$ cat config.mk
export PLATFORM = sky130hd
export DESIGN_NAME = wave_synth_low
export DESIGN_NICKNAME = d
export VERILOG_FILES = /design/src/rtl/wave_synth_low.sv
export SDC_FILE = /design/constraint.sdc
export NUM_CORES = 1
export LEC_CHECK = 0
export BUFFER_PORTS_ARGS = -buffer_cell sky130_fd_sc_hd__buf_2
export CAP_MARGIN = 20
export CORE_ASPECT_RATIO = 0.9
export CORE_MARGIN = 4
export CORE_UTILIZATION = 50
export DETAILED_ROUTE_END_ITERATION = 10
export PLACE_DENSITY = 0.8
export SETUP_SLACK_MARGIN = 0.3
export SLEW_MARGIN = 20
export SYNTH_ARGS = -nofsm -noshare
export SYNTH_HDL_FRONTEND = slang
export SYNTH_SLANG_ARGS = --single-unit
$ cat constraint.sdc
create_clock -name clk -period 5.75 [get_ports clk]
set_input_delay 1.725 -clock clk [delete_from_list [all_inputs] [get_ports clk]]
set_output_delay 1.725 -clock clk [all_outputs]
set_load 0.02 [all_outputs]
$ cat src/rtl/wave_synth_low.sv
// Test-tone generator centred on MID: square wave by default, triangle when TRIANGLE_EN is defined
// and wave_sel=1 (serial divider precomputes per-phase slopes). One registered sample per smp_en strobe.
module wave_synth_low #(
  parameter int DATA_W = 16,
  parameter int PER_W  = 22,
  parameter int AMP_W  = 12,
  parameter int MID    = 567
) (
  input  logic              clk,
  input  logic              rst_n,
  input  logic              clr,
  input  logic              start,
  input  logic              stop,
  input  logic              smp_en,
  input  logic [PER_W-1:0]  period,
  input  logic [AMP_W-1:0]  amp,
  input  logic [7:0]        n_cyc,
  input  logic              wave_sel,
  output logic              busy,
  output logic              smp_vld,
  output logic              cyc_done,
  output logic [DATA_W-1:0] lft_out,
  output logic [DATA_W-1:0] rght_out
);
  typedef enum logic [1:0] {IDLE, LOAD, PH_A, PH_B} state_t;
  localparam logic [DATA_W-1:0] MID_V = DATA_W'(MID);

  state_t            state_q, state_d;
  logic [PER_W-1:0]  per_q, per_d, idx_q, idx_d;
  logic [AMP_W-1:0]  amp_q, amp_d;
  logic [7:0]        ncyc_q, ncyc_d, pcnt_q, pcnt_d;
  logic              stop_pend_q, stop_pend_d, vld_q, vld_d, done_q, done_d;
  logic [DATA_W-1:0] lft_q, lft_d;

  logic [PER_W-1:0]  per_clamp, hf, hr, h_cur;
  logic [AMP_W:0]    amp_up;
  logic [DATA_W-1:0] hi, lo, sq_val, smp_val;
  logic              in_a, ph_last, load_done, sample_go, run_end;

  assign per_clamp = (period < PER_W'(2)) ? PER_W'(2) : period;
  assign hf        = per_q >> 1;
  assign hr        = per_q - hf;
  assign in_a      = (state_q != PH_B);
  assign h_cur     = in_a ? hf : hr;
  assign ph_last   = (idx_q == h_cur - PER_W'(1));
  assign amp_up    = {1'b0, amp_q} + (AMP_W+1)'(1);
  assign hi        = MID_V + DATA_W'(amp_up[AMP_W:1]);
  assign lo        = MID_V - DATA_W'(amp_q[AMP_W-1:1]);
  assign sq_val    = in_a ? hi : lo;
  assign run_end   = ((ncyc_q != 8'd0) && (pcnt_q + 8'd1 == ncyc_q)) || stop_pend_q || stop;
  assign sample_go = smp_en && (state_q == PH_A || state_q == PH_B || load_done);

`ifdef TRIANGLE_EN
  localparam int CNT_W = $clog2(2*AMP_W);
  localparam logic [CNT_W-1:0] CNT_MID = CNT_W'(AMP_W-1);
  localparam logic [CNT_W-1:0] CNT_END = CNT_W'(2*AMP_W-1);

  logic              tri_q, tri_d;
  logic [CNT_W-1:0]  cnt_q, cnt_d;
  logic [AMP_W-1:0]  dvd_q, dvd_d, qa_q, qa_d, qb_q, qb_d, div_quo;
  logic [PER_W-1:0]  rem_q, rem_d, ra_q, ra_d, rb_q, rb_d, acc_q, acc_d;
  logic [PER_W-1:0]  div_den, div_sh, div_rem, acc_next;
  logic [PER_W:0]    acc_sum, acc_sub;
  logic              div_bit, carry;
  logic [DATA_W-1:0] tri_val;

  assign load_done = (state_q == LOAD) && (cnt_q == CNT_END);
  assign smp_val   = tri_q ? tri_val : sq_val;

  // Restoring division: dividend shifts out of dvd_q while quotient bits shift in.
  always_comb begin
    div_den  = (cnt_q <= CNT_MID) ? hf : hr;
    div_sh   = {rem_q[PER_W-2:0], dvd_q[AMP_W-1]};
    div_bit  = (div_sh >= div_den);
    div_rem  = div_bit ? div_sh - div_den : div_sh;
    div_quo  = {dvd_q[AMP_W-2:0], div_bit};
    acc_sum  = {1'b0, acc_q} + {1'b0, (in_a ? ra_q : rb_q)};
    acc_sub  = acc_sum - {1'b0, h_cur};
    carry    = (acc_sum >= {1'b0, h_cur});
    acc_next = carry ? acc_sub[PER_W-1:0] : acc_sum[PER_W-1:0];
    if (idx_q == '0)  tri_val = in_a ? hi : lo;
    else if (in_a)    tri_val = lft_q - DATA_W'(qa_q) - DATA_W'(carry);
    else              tri_val = lft_q + DATA_W'(qb_q) + DATA_W'(carry);
  end

  always_comb begin
    tri_d = tri_q; cnt_d = cnt_q; dvd_d = dvd_q; rem_d = rem_q;
    qa_d = qa_q; qb_d = qb_q; ra_d = ra_q; rb_d = rb_q; acc_d = acc_q;
    if (state_q == IDLE) begin
      tri_d = wave_sel; cnt_d = '0; dvd_d = amp; rem_d = '0;
    end else if (state_q == LOAD) begin
      cnt_d = cnt_q + CNT_W'(1); dvd_d = div_quo; rem_d = div_rem;
      if (cnt_q == CNT_MID) begin
        qa_d = div_quo; ra_d = div_rem; dvd_d = amp_q; rem_d = '0;
      end
      if (cnt_q == CNT_END) begin
        qb_d = div_quo; rb_d = div_rem;
      end
    end
    if (sample_go) acc_d = (idx_q == '0) ? '0 : acc_next;
  end

  always_ff @(posedge clk or negedge rst_n) begin
    if (!rst_n) begin
      tri_q <= 1'b0; cnt_q <= '0; dvd_q <= '0; rem_q <= '0;
      qa_q <= '0; qb_q <= '0; ra_q <= '0; rb_q <= '0; acc_q <= '0;
    end else begin
      tri_q <= tri_d; cnt_q <= cnt_d; dvd_q <= dvd_d; rem_q <= rem_d;
      qa_q <= qa_d; qb_q <= qb_d; ra_q <= ra_d; rb_q <= rb_d; acc_q <= acc_d;
    end
  end
`else
  logic unused_wave_sel;
  assign unused_wave_sel = wave_sel;
  assign load_done = 1'b0;
  assign smp_val   = sq_val;
`endif

  always_comb begin
    state_d = state_q; per_d = per_q; amp_d = amp_q; ncyc_d = ncyc_q;
    pcnt_d = pcnt_q; idx_d = idx_q; stop_pend_d = stop_pend_q;
    vld_d = 1'b0; done_d = 1'b0; lft_d = lft_q;
    case (state_q)
      IDLE: begin
        lft_d = MID_V;
        stop_pend_d = 1'b0;
        if (start) begin
          per_d = per_clamp; amp_d = amp; ncyc_d = n_cyc; pcnt_d = '0; idx_d = '0;
          state_d = PH_A;
`ifdef TRIANGLE_EN
          if (wave_sel) state_d = LOAD;
`endif
        end
      end
      LOAD: if (load_done) state_d = PH_A;
      default: ;
    endcase
    if (stop && state_q != IDLE) stop_pend_d = 1'b1;
    // The final LOAD cycle doubles as the first phase-A sample slot.
    if (sample_go) begin
      lft_d = smp_val;
      vld_d = 1'b1;
      idx_d = idx_q + PER_W'(1);
      if (ph_last) begin
        idx_d = '0;
        if (in_a) begin
          state_d = PH_B;
        end else begin
          done_d = 1'b1;
          pcnt_d = pcnt_q + 8'd1;
          state_d = run_end ? IDLE : PH_A;
        end
      end
    end
    if (clr) begin
      state_d = IDLE; vld_d = 1'b0; done_d = 1'b0; lft_d = MID_V; stop_pend_d = 1'b0;
    end
  end

  always_ff @(posedge clk or negedge rst_n) begin
    if (!rst_n) begin
      state_q <= IDLE; per_q <= '0; amp_q <= '0; ncyc_q <= '0; pcnt_q <= '0;
      idx_q <= '0; stop_pend_q <= 1'b0; vld_q <= 1'b0; done_q <= 1'b0; lft_q <= MID_V;
    end else begin
      state_q <= state_d; per_q <= per_d; amp_q <= amp_d; ncyc_q <= ncyc_d; pcnt_q <= pcnt_d;
      idx_q <= idx_d; stop_pend_q <= stop_pend_d; vld_q <= vld_d; done_q <= done_d; lft_q <= lft_d;
    end
  end

  assign busy     = (state_q != IDLE);
  assign smp_vld  = vld_q;
  assign cyc_done = done_q;
  assign lft_out  = lft_q;
  assign rght_out = lft_q;
endmodule

==> reports/qor.log <==
[floorplanning] number of standard-cell rows in the floorplan 41
[timing] share of the cycle needed by the critical path after routing 84.5%
[synthesis] number of synthesized flops with an enable pin 0
[layout] share of post-route cells with drive strength above 1 14.7%
[power_and_ir_drop] power density normalized to cell area 270 nW/um^2
[clock_network] number of post-CTS setup repair buffers 0
[synthesis] number of distinct standard cells referenced by the synthesized netlist 78
[worst_setup_path] critical path required time 5.97 ns
[synthesis] area of the mapped netlist 7350 sq um
[floorplanning] floorplan die width 136 um
[grt] initial antenna violation count 0
[synthesis] number of storage elements in the synthesis netlist 91
[layout] most frequent standard cell in the layout excluding fill and tap cells sky130_fd_sc_hd__nand2_1
[placed_design] PortBufs 82
[layout] Syn-to-layout area delta 9.04%
[worst_setup_path] setup slack of the most critical reg-to-reg path 0.89 ns
[synthesis] share of the synthesized area in the top cell type 29.0%
[layout] number of nets in the finished design 1043
[power_and_ir_drop] Max IR drop VDD 0.170 mV
[placed_design] HPWL after DPL 13600 um
[placed_design] final weighted congestion in routability-driven placement 0.907
[drt] total wirelength of the detailed-routed design 18000 um
[timing] Final Setup Violations 0
[timing] Rel. slew slack 32.9%
[floorplanning] die extent in y 123 um
[synthesis] gate count after technology mapping 928
[worst_setup_path] type of element capturing the critical path flop
[synthesis] area leader, netlist sky130_fd_sc_hd__dfrtp_1
[synthesis] average instance area after synthesis 7.92 sq um
[drt] ANT nets after route 0
[grt] Remaining Overflow, GRT 0
[synthesis] top cells by area, synth sky130_fd_sc_hd__dfrtp_1, sky130_fd_sc_hd__nand2_1, sky130_fd_sc_hd__xnor2_1
[timing] setup_tns 0 ns
[drt] met1 WL 8710 um
[floorplanning] number of I/O pins 84
[floorplanning] total core area 14200 sq um
[drt] detail-routed net length per standard cell 15.4 um
[clock_network] clock buffer count from CTS 9
[clock_network] root buffer cell sky130_fd_sc_hd__clkbuf_16
[timing] setup repair after global routing missed its margin no
[worst_setup_path] Setup crit start kind flop
[timing] max-slew violations 0
[floorplanning] initial cell density of the core 51.7%
[floorplanning] Die ar. 16700 sq um
[synthesis] count of yosys warnings during synthesis 0
[power_and_ir_drop] Leakage Power 3.54 nW
[clock_network] clock sink total 91
[grt] Overall Global Routing Usage 22.3%
[placed_design] total placed instance area 7700 sq um
[run] max_cap viols 0
[clock_network] TritonCTS clock tree built
[worst_setup_path] crit path kind reg -> reg
[status] result of the run completed
[synthesis] number of nets produced by synthesis 1006
[drt] DRC Markers 0
[timing] post-route clock skew 0.0124 ns
[drt] met2 routed WL 7840 um
[timing] slew at the pin closest to its max-slew limit 1.00 ns
[grt] wire length of the first global-routing pass 30500 um
[drt] highest metal layer with signal wires met4
[layout] Final Cell Area 8010 sq um
[clock_network] count of hold-fix buffers inserted at cts 0
[worst_setup_path] data arrival time of the critical path 5.09 ns
[grt] vias in the first global route 6192
[drt] Via density 5.84
[drt] vias after detailed routing 6788
[synthesis] Primary FF master, synth sky130_fd_sc_hd__dfrtp_1
[clock_network] post-CTS sizing 0
[layout] Antenna diodes 0
[synthesis] sequential cell area fraction in the yosys report 31.1%
[clock_network] clock insertion delay at the later pin of the skew report 0.36 ns
[grt] pin count of the biggest net entering global routing 50
[clock_network] clock slew at reported path FFs 0.07 ns
[drt] initial drt markers 609
[drt] First-pass DRT Iterations 5
[synthesis] Async S/R FF share, synth 100%
[placed_design] post-placement setup slack 0.741 ns
[drt] total length of routed met3 wires 1200 um
[clock_network] CTS max path bufs 2
[layout] most frequent cells in the layout sky130_fd_sc_hd__nand2_1, sky130_fd_sc_hd__dfrtp_1, sky130_fd_sc_hd__buf_2, sky130_fd_sc_hd__o21ai_0, sky130_fd_sc_hd__nor2_1
[timing] worst-case setup margin in the final layout 0.889 ns
[timing] timing-limited maximum frequency 206 MHz
[timing] final number of hold-violating endpoints 0
[worst_setup_path] critical path peak fanout 13
[hold_path] worst min-delay path category reg -> reg
[clock_network] Max H-tree Level 3
[timing] min cycle time layout 4.86 ns
==> registers in the layout (all words and copies together) (netlist names) <==
register	flops
idx_q	22
per_q	22
lft_out	14
amp_q	12
ncyc_q	8
pcnt_q	8
state_q	2
cyc_done	1
smp_vld	1
stop_pend_q	1
==> per-layer routing <==
layer  global-route usage [%]  up-vias
met3                     4.31       23
met4                     4.79        0
met2                     34.2      208
li1                         -     3360
met1                     32.8     3197
met5                        0        -
==> cells by family (layout without fill, tap and decap cells) <==
group	count (synthesis)	count (layout)	share of synthesized area, %
AO/OA/AOI/OAI	213	213	19.2
flip-flops	91	91	31.1
XOR/XNOR	87	87	10.6
multiplexers	10	10	1.38
buffers and inverters	96	138	6.37
adder cells (fa/ha/maj)	29	29	5.04
AND/OR/NAND/NOR	402	402	26.3
==> synthesized netlist by cell type (all sizes together) (4+ instances only) <==
cell type  number
nor4           14
and2           10
nand4          17
and3           13
xor2           29
buf            36
or4             5
nand3b          6
a32oi           4
dfrtp          85
mux2i           9
inv            35
a22o            5
o211ai         11
nand3          40
o21ai          72
a31oi          12
and4            5
nor2b           5
xnor2          57
dfstp           6
a21boi          5
or2             4
nor3           25
nor2           69
or3            10
clkbuf         25
nand2         166
nand2b          4
a21oi          47
a41o            4
a21o           12
ha             28
o22ai           4
a211oi          4
==> through the flow <==
step / hold WS [ns] / utilization (%) / instances / total power, W
after floorplan: 0.465 / - / 928 / 0.00137
after global placement: 0.475 / 54.2 / 1147 / 0.00153
after detailed placement: 0.490 / 54.2 / 1147 / 0.00154
after CTS: 0.506 / 56.3 / 1163 / 0.00216
after global routing: 0.514 / 56.4 / 1163 / 0.00231
final: 0.496 / 56.4 / 1163 / 0.00217
==> area by class of cell <==
type | instances | area, sq um
fillers | 1338 | 6200
inverters | 35 | 131
repair buffers | 87 | 450
clock inverters | 6 | 71.3
well taps | 193 | 241
multi-input cells | 741 | 4600
flip-flops and latches | 91 | 2280
clock buffers | 10 | 229
==> worst max-delay path, cell delays in order (launching register included) <==
cell and delay (ns):
sky130_fd_sc_hd__dfrtp_1 0.43, sky130_fd_sc_hd__ha_1 0.23, sky130_fd_sc_hd__fa_1 0.40, sky130_fd_sc_hd__nand2b_1 0.20, sky130_fd_sc_hd__a21oi_1 0.32, sky130_fd_sc_hd__o21ai_0 0.18
sky130_fd_sc_hd__nand2_1 0.11, sky130_fd_sc_hd__o221ai_1 0.22, sky130_fd_sc_hd__nor4b_1 0.65, sky130_fd_sc_hd__nand4_1 0.33, sky130_fd_sc_hd__nor4b_1 0.36, sky130_fd_sc_hd__o21bai_1 0.14
sky130_fd_sc_hd__a211oi_1 0.25, sky130_fd_sc_hd__nand3b_1 0.28, sky130_fd_sc_hd__o21ai_4 0.51, sky130_fd_sc_hd__nor2_1 0.11
==> power breakdown <==
group	internal [W]	switching, W	total (W)
Combinational	0.000311	0.000482	0.000793
Clock	0.000341	0.000273	0.000614
Sequential	0.000689	0.0000692	0.000759
==> final timing paths <==
check | startpoint | end | cells past startpoint
worst min register to register | lft_out[12] | lft_out[12] | 1
max in group asynchronous | rst_n | pcnt_q[2] | 2
worst max-delay path | per_q[1] | idx_q[21] | 15
min in group asynchronous | rst_n | per_q[13] | 1
worst max register to register | per_q[1] | idx_q[21] | 15
worst min-delay path | lft_out[12] | lft_out[12] | 1
(Power assumes the default switching activity.)
